===== src/rtl/fixed_point_multiplier_pkg.sv =====
// Shared definitions for the fixed-point arithmetic blocks (multiplier and divider).
// Contents:
//   FRAC_W      - width of a thousandths fraction field
//   FRAC_SCALE  - one integer unit expressed in thousandths
//   FRAC_MAX    - largest legal fraction value
//   ST_*        - controller state encodings
package fixed_point_multiplier_pkg;

  localparam int FRAC_W = 10;

  localparam logic [FRAC_W-1:0] FRAC_SCALE = 10'd1000;
  localparam logic [FRAC_W-1:0] FRAC_MAX   = 10'd999;

  localparam logic [2:0] ST_IDLE  = 3'd0;
  localparam logic [2:0] ST_CHECK = 3'd1;
  localparam logic [2:0] ST_ADD   = 3'd2;
  localparam logic [2:0] ST_SPLIT = 3'd3;
  localparam logic [2:0] ST_DONE  = 3'd4;
  localparam logic [2:0] ST_ERR   = 3'd5;

endpackage


===== src/rtl/fixed_point_multiplier_if.sv =====
// Operation bus of the fixed-point multiplier.
//   start        - request a new operation
//   m, f, b      - operand integer part, operand fraction (thousandths), multiplier
//   p_int/p_frac - product integer part and fraction (thousandths)
//   busy         - operation in progress
//   done/invalid - one-cycle completion / rejection pulses
// master: the requester; slave: the multiplier.
interface fixed_point_multiplier_if
  import fixed_point_multiplier_pkg::*;
#(
  parameter int SIZE = 4
);

  logic                start;
  logic [SIZE-1:0]     m;
  logic [FRAC_W-1:0]   f;
  logic [SIZE-1:0]     b;
  logic [2*SIZE-1:0]   p_int;
  logic [FRAC_W-1:0]   p_frac;
  logic                busy;
  logic                done;
  logic                invalid;

  modport master (
    output start, m, f, b,
    input  p_int, p_frac, busy, done, invalid
  );

  modport slave (
    input  start, m, f, b,
    output p_int, p_frac, busy, done, invalid
  );

endinterface


===== src/rtl/fixed_point_normalizer.sv =====
// Splits a thousandths accumulator into integer and fraction parts by
// repeated subtraction of FRAC_SCALE.
// Ports:
//   clk, rst      - clock, asynchronous active-low reset
//   clr           - synchronous clear of the results (new operation latched)
//   start         - load acc_in and begin splitting
//   acc_in        - value to split, in thousandths
//   done          - high during the cycle whose edge completes the split
//   int_out       - registered integer part
//   frac_out      - registered fraction part, 0..FRAC_MAX
module fixed_point_normalizer
  import fixed_point_multiplier_pkg::*;
#(
  parameter int ACC_W = 18,
  parameter int INT_W = 8
)(
  input  logic              clk,
  input  logic              rst,
  input  logic              clr,
  input  logic              start,
  input  logic [ACC_W-1:0]  acc_in,
  output logic              done,
  output logic [INT_W-1:0]  int_out,
  output logic [FRAC_W-1:0] frac_out
);

  localparam logic [ACC_W-1:0] SCALE  = ACC_W'(FRAC_SCALE);
  localparam logic [ACC_W-1:0] SCALE2 = SCALE + SCALE;

  logic [ACC_W-1:0] acc;
  logic             running;
  logic             ge_one;
  logic             ge_two;

  assign ge_one = (acc >= SCALE);
  assign ge_two = (acc >= SCALE2);

  // The final subtraction and the fraction load share one cycle, so a
  // split yielding k >= 1 integer units takes exactly k cycles (one cycle
  // when the value is already below FRAC_SCALE).
  assign done = running && !ge_two;

  always_ff @(posedge clk or negedge rst) begin
    if (!rst) begin
      acc      <= '0;
      running  <= 1'b0;
      int_out  <= '0;
      frac_out <= '0;
    end else if (clr) begin
      acc      <= '0;
      running  <= 1'b0;
      int_out  <= '0;
      frac_out <= '0;
    end else if (start) begin
      acc      <= acc_in;
      running  <= 1'b1;
      int_out  <= '0;
    end else if (running) begin
      if (ge_one) begin
        acc     <= acc - SCALE;
        int_out <= int_out + INT_W'(1);
      end
      if (!ge_two) begin
        running  <= 1'b0;
        frac_out <= FRAC_W'(ge_one ? (acc - SCALE) : acc);
      end
    end
  end

endmodule


===== src/rtl/fixed_point_multiplier.sv =====
// Sequential fixed-point multiplier: P = (m*1000 + f) * b computed by
// repeated addition, then split into integer and thousandths parts.
// Ports:
//   clk  - clock, rising edge
//   rst  - asynchronous active-low reset
//   bus  - operation bus (slave side): start/m/f/b in, p_int/p_frac/busy/done/invalid out
module fixed_point_multiplier
  import fixed_point_multiplier_pkg::*;
#(
  parameter int SIZE = 4
)(
  input  logic                        clk,
  input  logic                        rst,
  fixed_point_multiplier_if.slave     bus
);

  localparam int X_W   = SIZE + FRAC_W;
  localparam int ACC_W = 2*SIZE + FRAC_W;
  localparam int INT_W = 2*SIZE;

  logic [2:0]        state;
  logic [2:0]        state_next;
  logic [SIZE-1:0]   m_r;
  logic [FRAC_W-1:0] f_r;
  logic [SIZE-1:0]   b_r;
  logic [X_W-1:0]    x_r;
  logic [SIZE-1:0]   cnt;
  logic [ACC_W-1:0]  acc;
  logic [ACC_W-1:0]  acc_sum;
  logic              busy_r;
  logic              done_r;
  logic              invalid_r;

  logic              norm_clr;
  logic              norm_start;
  logic              norm_done;
  logic [INT_W-1:0]  norm_int;
  logic [FRAC_W-1:0] norm_frac;

  assign acc_sum = acc + ACC_W'(x_r);

  always_comb begin
    state_next = state;
    norm_clr   = 1'b0;
    norm_start = 1'b0;
    case (state)
      ST_IDLE: begin
        if (bus.start) begin
          state_next = ST_CHECK;
          norm_clr   = 1'b1;
        end
      end
      ST_CHECK: begin
        if (f_r > FRAC_MAX) begin
          state_next = ST_ERR;
          norm_clr   = 1'b1;
        end else if ((b_r == '0) || ((m_r == '0) && (f_r == '0))) begin
          state_next = ST_DONE;
        end else begin
          state_next = ST_ADD;
        end
      end
      ST_ADD: begin
        // Last addition goes straight into the normalizer, so SPLIT starts
        // on the same edge that retires the counter.
        if (cnt == SIZE'(1)) begin
          state_next = ST_SPLIT;
          norm_start = 1'b1;
        end
      end
      ST_SPLIT: begin
        if (norm_done) state_next = ST_DONE;
      end
      ST_DONE:  state_next = ST_IDLE;
      ST_ERR:   state_next = ST_IDLE;
      default:  state_next = ST_IDLE;
    endcase
  end

  always_ff @(posedge clk or negedge rst) begin
    if (!rst) begin
      state     <= ST_IDLE;
      m_r       <= '0;
      f_r       <= '0;
      b_r       <= '0;
      x_r       <= '0;
      cnt       <= '0;
      acc       <= '0;
      busy_r    <= 1'b0;
      done_r    <= 1'b0;
      invalid_r <= 1'b0;
    end else begin
      state     <= state_next;
      busy_r    <= (state_next != ST_IDLE);
      done_r    <= (state_next == ST_DONE);
      invalid_r <= (state_next == ST_ERR);
      case (state)
        ST_IDLE: begin
          if (bus.start) begin
            m_r <= bus.m;
            f_r <= bus.f;
            b_r <= bus.b;
            acc <= '0;
          end
        end
        ST_CHECK: begin
          x_r <= X_W'(m_r) * X_W'(FRAC_SCALE) + X_W'(f_r);
          cnt <= b_r;
        end
        ST_ADD: begin
          acc <= acc_sum;
          cnt <= cnt - SIZE'(1);
        end
        default: ;
      endcase
    end
  end

  fixed_point_normalizer #(
    .ACC_W (ACC_W),
    .INT_W (INT_W)
  ) u_normalizer (
    .clk      (clk),
    .rst      (rst),
    .clr      (norm_clr),
    .start    (norm_start),
    .acc_in   (acc_sum),
    .done     (norm_done),
    .int_out  (norm_int),
    .frac_out (norm_frac)
  );

  assign bus.p_int   = norm_int;
  assign bus.p_frac  = norm_frac;
  assign bus.busy    = busy_r;
  assign bus.done    = done_r;
  assign bus.invalid = invalid_r;

endmodule


===== src/flat_wrapper.sv =====
// flat-port wrapper written by rule: the top's interface ports become plain ports
module fixed_point_multiplier_flat import fixed_point_multiplier_pkg::*;
#(
  parameter int SIZE = 4
)
  (clk, rst, bus_start, bus_m, bus_f, bus_b, bus_p_int, bus_p_frac, bus_busy, bus_done, bus_invalid);
  fixed_point_multiplier_if #(.SIZE(SIZE)) bus_i ();
  input  logic clk;
  input  logic rst;
  input wire logic [$bits(bus_i.start)-1:0] bus_start;
  input wire logic [$bits(bus_i.m)-1:0] bus_m;
  input wire logic [$bits(bus_i.f)-1:0] bus_f;
  input wire logic [$bits(bus_i.b)-1:0] bus_b;
  output wire logic [$bits(bus_i.p_int)-1:0] bus_p_int;
  output wire logic [$bits(bus_i.p_frac)-1:0] bus_p_frac;
  output wire logic [$bits(bus_i.busy)-1:0] bus_busy;
  output wire logic [$bits(bus_i.done)-1:0] bus_done;
  output wire logic [$bits(bus_i.invalid)-1:0] bus_invalid;
  assign bus_i.start = bus_start;
  assign bus_i.m = bus_m;
  assign bus_i.f = bus_f;
  assign bus_i.b = bus_b;
  assign bus_p_int = bus_i.p_int;
  assign bus_p_frac = bus_i.p_frac;
  assign bus_busy = bus_i.busy;
  assign bus_done = bus_i.done;
  assign bus_invalid = bus_i.invalid;
  fixed_point_multiplier #(.SIZE(SIZE)) u_core (.clk(clk), .rst(rst), .bus(bus_i));
endmodule

===== config.mk =====
export PLATFORM = sky130hd
export DESIGN_NAME = fixed_point_multiplier_flat
export DESIGN_NICKNAME = d
export VERILOG_FILES = /design/src/rtl/fixed_point_multiplier_pkg.sv /design/src/rtl/fixed_point_multiplier_if.sv /design/src/rtl/fixed_point_normalizer.sv /design/src/rtl/fixed_point_multiplier.sv /design/src/flat_wrapper.sv
export SDC_FILE = /design/constraint.sdc
export NUM_CORES = 1
export LEC_CHECK = 0
export CAP_MARGIN = 20
export CORE_MARGIN = 8
export CORE_UTILIZATION = 50
export CTS_CLUSTER_DIAMETER = 30
export DETAILED_ROUTE_END_ITERATION = 8
export GPL_TIMING_DRIVEN = 0
export PLACE_DENSITY = 0.77
export SYNTH_ARGS = -nofsm -noshare
export SYNTH_HDL_FRONTEND = slang
export SYNTH_SLANG_ARGS = --single-unit

===== constraint.sdc =====
create_clock -name clk -period 5.2 [get_ports clk]
set_input_delay 1.3 -clock clk [delete_from_list [all_inputs] [get_ports clk]]
set_output_delay 1.3 -clock clk [all_outputs]
set_load 0.02 [all_outputs]

==> summary.md <==
| Metric | Value |
|---|---|
| CTS root buf | `clkbuf_16` |
| Final Hold Fails | `0` |
| I/O Pins | `42` |
| Die X | `124 microns` |
| Layout cells sized above 1 | `0.0693` |
| RSZ-0062 raised after global routing | `false` |
| Net count after synthesis | `677` |
| Overflow after GRT | `0` |
| Crit path arrival time | `4.14 ns` |
| CP required | `5.46 ns` |
| Router iterations before antenna repair | `4` |
| Worst Hold Depth | `2` |
| Synth warn | `0` |
| Post-layout min period | `3.88 ns` |
| # resized after CTS | `0` |
| Full die area | `15400 sq um` |
| GRT Resource Usage Total | `0.177` |
| Post-CTS Setup Bufs | `0` |
| Vias in the first global route | `4700` |
| Clk Latency, worst-skew pair | `0.35 ns` |
| Post-route ant nets | `0` |
| Critical path origin | `u_core.m_r[1]` |
| Post-synthesis sequential area ratio | `0.417` |
| Htree depth | `3` |
| TritonCTS clock tree | `yes` |
| DR WL/cell | `16.0 microns` |
| Synthesis-to-layout area growth | `16.6%` |
| Synth area leader | `dfrtp_1` |
| R2r setup slk | `1.32 ns` |
| Ant diodes | `0` |
| Post-layout nets | `between 700 and 800` |
| Clk_skew | `0.0119 ns` |
| Reg-to-reg endpoint | `u_core.x_r[13]` |
| Die height | `124 microns` |
| Final wirelength | `around 13000 microns` |
| CTS Hold Bufs | `0` |
| Core ar. | `approximately 11000 sq um` |
| CTS Buf Count | `9` |
| Vias post-DR | `around 4600` |
| Main flop type after synthesis | `dfrtp_1` |
| Initial core utilization | `0.512` |
| Min-Delay Endpoint | `u_core.u_normalizer.frac_out[8]` |
| TritonCTS Sinks | `97` |
| Final core area utilization | `0.597` |
| Row Count | `39` |
| Initial antenna violation count | `0` |
| Avg Inst Size Synth | `9.62 sq um` |
| Post-Syn Instances | `just over 600` |
| HP Class | `reg -> reg` |
| Hold Startpoint | `u_core.u_normalizer.frac_out[8]` |
| Clock transition at the registers of the reported paths | `0.07 ns` |
| First-pass GRT wire length | `21900 microns` |
| Top cell type's share of synthesized area | `0.417` |
| Drt first-iter violations | `between 200 and 250` |
| Clk buf depth | `2` |
| Final Slew Violations | `0` |
| Top post-synthesis cells by area | `dfrtp_1 (42%), ha_1 (9.0%), nand2_1 (4.9%), o21ai_0 (4.3%), xor2_1 (3.8%)` |
| Worst slew pin tran | `0.933 ns` |
| RR Startpoint | `u_core.m_r[1]` |
| Synth Register Bits | `97` |
| Placer Congestion | `0.885` |
| Distinct cells, synth | `58` |
| R2R depth | `14` |
| Status | `finished clean` |
| Synth async-reset ratio | `1.00` |
| Critical path type | `reg -> reg` |
| Number of remaining DRC errors | `0` |
| Vias per inst | `5.69` |
| Maxcap violations | `0` |
| Largest net degree at the start of global routing | `68` |
| Setup violators final | `0` |
| CP Capture Type | `register` |
| Fmax achieved | `approximately 260 MHz` |
| Final Cycle Share | `0.746` |
| DPL Wire Length | `9830 microns` |
| Port bufs | `41` |
| Crit start category | `register` |
| CP max FO | `6` |
| Synth Cell Area | `5820 sq um` |
| Number of synthesized flops with an enable pin | `0` |
| Worst slew margin | `0.370` |
cell usage after synthesis (all sizes together) (11+ instances only):
cell	instances
dfrtp	97
a22o	11
clkbuf	16
a21o	11
a211oi	12
o21ai	50
nand2	76
ha	42
nor2	44
xnor2	23
xor2	25
mux2	14
a21oi	25
nand3	19
inv	28
stage by stage:
step           cell area (sq um)  setup WS, ns  hold slack [ns]  setup TNS [ns]  std cells
4_1_cts                     6780          1.30            0.486               0        806
5_1_grt                     6790          1.02            0.509               0        807
6_report                    6790          1.32            0.479               0        807
3_5_place_dp                6430          1.35            0.470               0        790
2_1_floorplan               5820          1.61            0.447               0        605
3_3_place_gp                6410        -0.640            0.460          -61.20        789
sequential cells by signal, summed over array words and instances (netlist names):
signal                        cells
u_core.u_normalizer.acc          18
u_core.x_r                       14
u_core.acc                       18
u_core.b_r                        4
u_core.f_r                       10
u_core.u_normalizer.running       1
u_core.state                      3
u_core.cnt                        4
u_core.bus.invalid                1
u_core.u_normalizer.frac_out     10
u_core.bus.done                   1
u_core.bus.busy                   1
u_core.m_r                        4
u_core.u_normalizer.int_out       8
cells in the final DEF (no fill, tap or decap), drive strengths merged, types with 11 or more instances in the layout:
cell type      count
dfrtp             97
nand2             76
o21ai             50
nor2              44
ha                42
clkdlybuf4s50     40
inv               29
clkbuf            27
a21oi             25
xor2              25
xnor2             23
nand3             19
mux2              14
a211oi            12
a21o              11
a22o              11
worst max-delay path, stage by stage, from the launching register on:
cell and delay, ns:
dfrtp_1 0.47, fa_1 0.62, inv_1 0.10, fa_1 0.50
inv_1 0.04, ha_1 0.35, o21a_1 0.22, a21oi_1 0.15
ha_1 0.27, o21a_1 0.14, o21a_1 0.13, o21ai_0 0.26
and4b_1 0.24, xnor3_1 0.17, o21ai_0 0.14
metal layers:
layer / GRT usage / vias up / wire length, microns
met5: 0 / - / 0
met4: 0.0513 / 0 / 130
met3: 0.0376 / 12 / 637
met2: 0.320 / 116 / 6590
met1: 0.206 / 2218 / 5510
li1: - / 2247 / -
layout make-up:
class                           instances  area [sq um]
Buffer                                 23           106
Clock buffer                           10           229
Clock inverter                          6           114
Fill cell                             960          4580
Inverter                               28           105
Multi-Input combinational cell        457          3180
Sequential cell                        97          2430
Tap cell                              143           179
Timing Repair Buffer                   43           443
cell families (layout without fill, tap and decap cells):
family,Yosys count,in the layout,synth area share
xor gates and xnor gates,49,49,0.0761
adders and majority gates,51,51,0.121
DFF,97,97,0.417
and+or+nand+nor,188,188,0.150
muxes,14,14,0.0271
AOI/OAI and AO/OA,155,155,0.172
buffers and inverters,51,110,0.0363
how the worst max path moves through the flow:
stage / to / depth (start not counted) / slack (ns)
final: u_core.x_r[13] / 14 / 1.32
after global routing: u_core.x_r[13] / 14 / 1.02
after CTS: u_core.x_r[13] / 14 / 1.30
after detailed placement: u_core.x_r[13] / 14 / 1.35
after global placement: u_core.m_r[3] / 1 / -0.64
after floorplan: u_core.x_r[13] / 14 / 1.61
Power is left out: the tool's default activity adds up to more than one toggle a clock period on the data nets, which glitch-free logic cannot reach.
